**config.mk**
```make
export PLATFORM = sky130hd
export DESIGN_NAME = fetch_unit
export DESIGN_NICKNAME = d
export VERILOG_FILES = /design/src/rtl/fetch_unit.sv
export SDC_FILE = /design/constraint.sdc
export NUM_CORES = 1
export LEC_CHECK = 0
export CORE_MARGIN = 8
export CORE_UTILIZATION = 55
export CTS_BUF_LIST = sky130_fd_sc_hd__clkbuf_4 sky130_fd_sc_hd__clkbuf_8 sky130_fd_sc_hd__clkbuf_16
export CTS_CLUSTER_DIAMETER = 30
export DETAILED_ROUTE_END_ITERATION = 10
export PLACE_DENSITY = 0.86
export SETUP_SLACK_MARGIN = 0.02
export SLEW_MARGIN = 30
export SYNTH_ARGS = -nofsm -noshare
export SYNTH_HDL_FRONTEND = slang
export SYNTH_SLANG_ARGS = --single-unit
```
**constraint.sdc**
```tcl
create_clock -name clk -period 5.93 [get_ports clk]
set_clock_uncertainty 0.05 [all_clocks]
set_input_delay 0.593 -clock clk [delete_from_list [all_inputs] [get_ports clk]]
set_output_delay 0.593 -clock clk [all_outputs]
set_load 0.01 [all_outputs]
```
**src/rtl/fetch_unit.sv**
```systemverilog
// Instruction fetch stage: owns the fetch PC, issues in-order requests to imem,
// buffers returned words with their PCs in a prefetch queue, and flushes on redirect.
module fetch_unit #(
    parameter int          DEPTH  = 4,
    parameter logic [63:0] INITPC = 64'h0000000000000000
) (
    input  logic        clk,
    input  logic        reset,
    output logic        imem_req_valid,
    output logic [63:0] imem_req_addr,
    input  logic        imem_req_ready,
    input  logic        imem_rsp_valid,
    input  logic [31:0] imem_rsp_data,
    input  logic        redirect,
    input  logic [63:0] redirect_pc,
    input  logic        halt,
    output logic        inst_valid,
    output logic [31:0] inst,
    output logic [63:0] inst_pc,
    input  logic        inst_ready
);
    localparam int AW = $clog2(DEPTH);
    localparam int CW = AW + 1;
    localparam logic [CW-1:0] FULL = CW'(DEPTH);

    typedef enum logic [1:0] {FETCH, DRAIN, STOPPED} state_t;
    state_t state, state_n;

    logic [63:0]   fetch_pc, rsp_pc, target;
    logic [CW-1:0] outstanding, out_n, drop, drop_n, count;
    logic [AW-1:0] head, tail;
    logic [31:0]   q_data [DEPTH];
    logic [63:0]   q_pc   [DEPTH];
    logic          req_hs, push, pop;
    logic [CW:0]   credit_used;

    assign target      = redirect_pc & ~64'h3;
    // Credit covers both in-flight and queued words, so a response can never overflow the queue.
    assign credit_used = {1'b0, outstanding} + {1'b0, count};

    assign imem_req_valid = reset && !halt && (credit_used < {1'b0, FULL});
    assign imem_req_addr  = fetch_pc;
    assign inst_valid     = (count != '0);
    assign inst           = q_data[head];
    assign inst_pc        = q_pc[head];

    always_comb begin
        req_hs  = imem_req_valid && imem_req_ready;
        push    = imem_rsp_valid && (drop == '0) && !redirect;
        pop     = inst_valid && inst_ready && !redirect;
        out_n   = outstanding;
        drop_n  = drop;
        state_n = state;
        if (req_hs && !imem_rsp_valid)
            out_n = outstanding + CW'(1);
        else if (!req_hs && imem_rsp_valid)
            out_n = outstanding - CW'(1);
        // Everything still in flight after this cycle belongs to the old path.
        if (redirect)
            drop_n = out_n;
        else if (imem_rsp_valid && drop != '0)
            drop_n = drop - CW'(1);
        if (halt && out_n == '0)
            state_n = STOPPED;
        else if (drop_n != '0)
            state_n = DRAIN;
        else
            state_n = FETCH;
    end

    always_ff @(posedge clk or negedge reset) begin
        if (!reset) begin
            state       <= FETCH;
            fetch_pc    <= INITPC;
            rsp_pc      <= INITPC;
            outstanding <= '0;
            drop        <= '0;
            count       <= '0;
            head        <= '0;
            tail        <= '0;
            for (int i = 0; i < DEPTH; i++) begin
                q_data[i] <= '0;
                q_pc[i]   <= '0;
            end
        end else begin
            state       <= state_n;
            outstanding <= out_n;
            drop        <= drop_n;
            if (redirect) begin
                fetch_pc <= target;
                rsp_pc   <= target;
                head     <= '0;
                tail     <= '0;
                count    <= '0;
            end else begin
                if (req_hs)
                    fetch_pc <= fetch_pc + 64'd4;
                if (push) begin
                    q_data[tail] <= imem_rsp_data;
                    q_pc[tail]   <= rsp_pc;
                    tail         <= tail + AW'(1);
                    rsp_pc       <= rsp_pc + 64'd4;
                end
                if (pop)
                    head <= head + AW'(1);
                if (push && !pop)
                    count <= count + CW'(1);
                else if (pop && !push)
                    count <= count - CW'(1);
            end
        end
    end

    a_no_overflow: assert property (@(posedge clk) disable iff (!reset)
        !(push && count == FULL));
    a_drain_state: assert property (@(posedge clk) disable iff (!reset)
        (state == DRAIN) == (drop != '0));

endmodule

```
==> run metrics <==
Die W=227 um; pwr/cell area=455 mW/mm^2; Area growth syn-to-layout=28.0%; Pwr Total=~14000 uW; H-tree depth=3; vias in the first global route=about 19000; leakage power=0.0137 uW; HP Class=reg -> reg; Peak VDD IR=0.285 mV; Final setup violation count=0; critical-path cell list=buf_16 > buf_4 > mux4_2 > clkdlybuf4s50_1; Placed Cells=around 2600; fmax=265 MHz; Startpoint Class=register; Area contributors post-synth=dfrtp_1 (52%), mux2_2 (18%), mux4_2 (8.6%); Final Instance Area=0.0314 sq mm; max cap viols=0; CTS tree=done; Worst R2R End=q_pc[133]$_DFFE_PN0P_; Final Hold Vio Count=0; Worst EP arrival=3.13 ns; Hold Worst Slack=0.420 ns; CP required=5.29 ns; antenna violations before repair=3; CP endpoint kind=primary output; FFs w/ async S/R, synth=100%; Synth Area per Inst=13.1 sq um; yosys warns=0; max incr delay on CP=0.71 ns; Pre-antenna DRT Iters=5; Congestion Overflow GR=0; r2r setup slk=2.61 ns; status=complete, no violations; Worst-Margin Slew=0.981 ns; fin cells=2804; final slew viol count=0; DRC=0; hold path endpoint=q_pc[122]$_DFFE_PN0P_; clock sink count=~500; cts bufs inserted=105; routed length per instance=25.1 um; chip height=227 um; number of enable flip-flop cells after synthesis=0; Seq cells post-synth=513; Cell Rows=77; first-pass GRT wire length=109000 um; Initial Util=55.5%; total track usage=27.3%; Synth Cell Area=0.0245 sq mm; highest net fanout along the worst path=40; clk slew on worst S/H paths=0.05 ns; Net count, final=2233; post-synthesis sequential area ratio=52.4%; antenna-violating nets left=0; DP Area=0.0275 sq mm; wirelength, routed=70500 um; dominant cell type by area after synthesis=dfrtp_1; DP Wirelength=43900 um; core footprint=0.0441 sq mm; PortBufs=258; Unique masters post-synth=66; starting DRC count in detailed routing=between 1500 and 2000; RSZ-0062 raised after global routing=no; Clock Tree Root=clkbuf_16; TNS Setup=0 ns; Tcrit/Tclk final=63.7%; DIE AREA=0.0515 sq mm; Post-CTS Hold Buffers=1; Register-to-Register Path Depth=7; proportion of layout cells with a drive suffix above 1=33.0%; Synth Flop Type=dfrtp_1; critical path class=reg -> out; CTS max path bufs=3; global placement routability congestion=0.853; Hold Path Depth=2; largest net degree at the start of global routing=186; io pins=approximately 270; Skew-Pair Late Insertion Delay=around 0.64 ns; Hold Path Origin=q_pc[122]$_DFFE_PN0P_; Post-CTS Setup Bufs=0; via count=17829; CP max-delay cell=dfrtp_4; Slew HR=34.3%; top cell type's share of synthesized area=52.4%; Vias/cell=6.36; cells after synthesis=around 1900; r2r startpoint=drop[0]$_DFFE_PN0P_; post_cts resized=0; Tmin final=3.77 ns
==> flip-flops by register name (all words and copies together), names as in the netlist <==
name / count
q_data: 128
q_pc: 248
outstanding: 3
count: 3
rsp_pc: 62
head: 2
drop: 3
imem_req_addr: 62
tail: 2
==> cell type report <==
class	instances	area, sq um
inverters	21	81.3
clock inverters	68	820
multi-input cells	1192	11000
well taps	592	741
flip-flops and latches	513	12800
repair buffers	284	2910
diodes	3	7.51
fillers	2767	12800
clock buffers	131	2950
==> worst max-delay path by stage <==
| stage | start | to | slack (ns) | cells after the start |
|---|---|---|---|---|
| 2_1_floorplan | redirect | count[2]$_DFFE_PN0P_ | 3.08 | 10 |
| 3_3_place_gp | imem_rsp_valid | q_pc[43]$_DFFE_PN0P_ | 1.99 | 6 |
| 3_5_place_dp | imem_rsp_valid | q_data[89]$_DFFE_PN0P_ | 1.99 | 6 |
| 4_1_cts | head[1]$_DFFE_PN0P_ | inst_pc[3] | 1.91 | 3 |
| 5_1_grt | head[1]$_DFFE_PN0P_ | inst_pc[3] | 2.07 | 4 |
| 6_report | head[1]$_DFFE_PN0P_ | inst_pc[3] | 2.16 | 4 |
==> stage by stage <==
| stage | util (%) | setup WS, ns |
|---|---|---|
| after global placement | 62.2 | 1.99 |
| after global routing | 71.1 | 2.07 |
| after detailed placement | 62.3 | 1.99 |
| after CTS | 70.9 | 1.91 |
| after floorplan | - | 3.08 |
| final | 71.1 | 2.16 |
==> worst max-delay path, delay by kind of cell, from the launching register on <==
family / cells / cell delay (ns)
buffers and inverters: 3 / 1.37
DFF: 1 / 0.71
muxes: 1 / 0.40
==> cells in the mapped netlist, types with 4 or more instances <==
master	n
dfrtp_1	513
mux2_2	386
clkbuf_1	100
mux4_2	94
nand2_1	83
nor2_1	67
nand3_1	54
nor3_1	50
xnor2_1	47
nand4_1	43
o21ai_0	38
and3_1	33
and4_1	28
a21oi_1	26
a311oi_1	26
xor2_1	21
buf_2	20
a31oi_1	19
inv_1	19
nor2b_1	18
nor4_1	16
or4_1	16
a211oi_1	15
and2_1	15
buf_1	13
ha_1	12
o31ai_1	11
or3_1	11
buf_4	9
mux2i_1	6
a221oi_1	4
clkbuf_2	4
nor3b_1	4
nor4b_1	4
==> where the power goes <==
group	leakage (uW)	internal [uW]	switching, uW
logic	0.00525	1970	1430
registers	0.00665	4180	544
clock network	0.00182	4110	2010
total	0.0137	10300	3990
==> kinds of logic (layout without fill, tap and decap cells) <==
kind of cell / count (synthesis) / after routing / share of synthesized area, %
flip-flops: 513 / 513 / 52.4
multiplexers: 486 / 486 / 26.6
AND/OR/NAND/NOR: 465 / 465 / 10.6
buffers and inverters: 168 / 504 / 2.87
AO/OA/AOI/OAI: 156 / 156 / 4.29
XOR/XNOR: 68 / 68 / 2.43
adder cells (fa/ha/maj): 13 / 13 / 0.695
other: 1 / 7 / 0.0153
==> layout by cell type, fill, tap and decap left out, types with 15 or more instances in the layout <==
cell	count
dfrtp_1	511
mux2_2	386
clkdlybuf4s50_1	256
clkbuf_16	106
mux4_2	94
nand2_1	79
nor2_1	67
nand3_1	54
nor3_1	50
xnor2_1	47
nand4_1	43
o21ai_0	38
and3_1	33
and4_1	28
a21oi_1	26
a311oi_1	26
xor2_1	21
inv_1	19
a31oi_1	19
nor2b_1	18
clkinv_2	18
clkbuf_8	17
clkinvlp_4	17
or4_1	16
buf_4	16
and2_1	15
a211oi_1	15
nor4_1	15
==> per-layer routing <==
| metal | wire [um] | GRT usage, % | up-vias | share of wire [%] |
|---|---|---|---|---|
| li1 | - | - | 7528 | - |
| met1 | 27200 | 34.5 | 9280 | 39 |
| met2 | 34600 | 44.4 | 826 | 49 |
| met3 | 5620 | 6.42 | 195 | 8.0 |
| met4 | 3040 | 13.2 | 0 | 4.3 |
| met5 | 0 | 0 | - | 0 |
No activity file was read; power rests on OpenSTA's default activity.
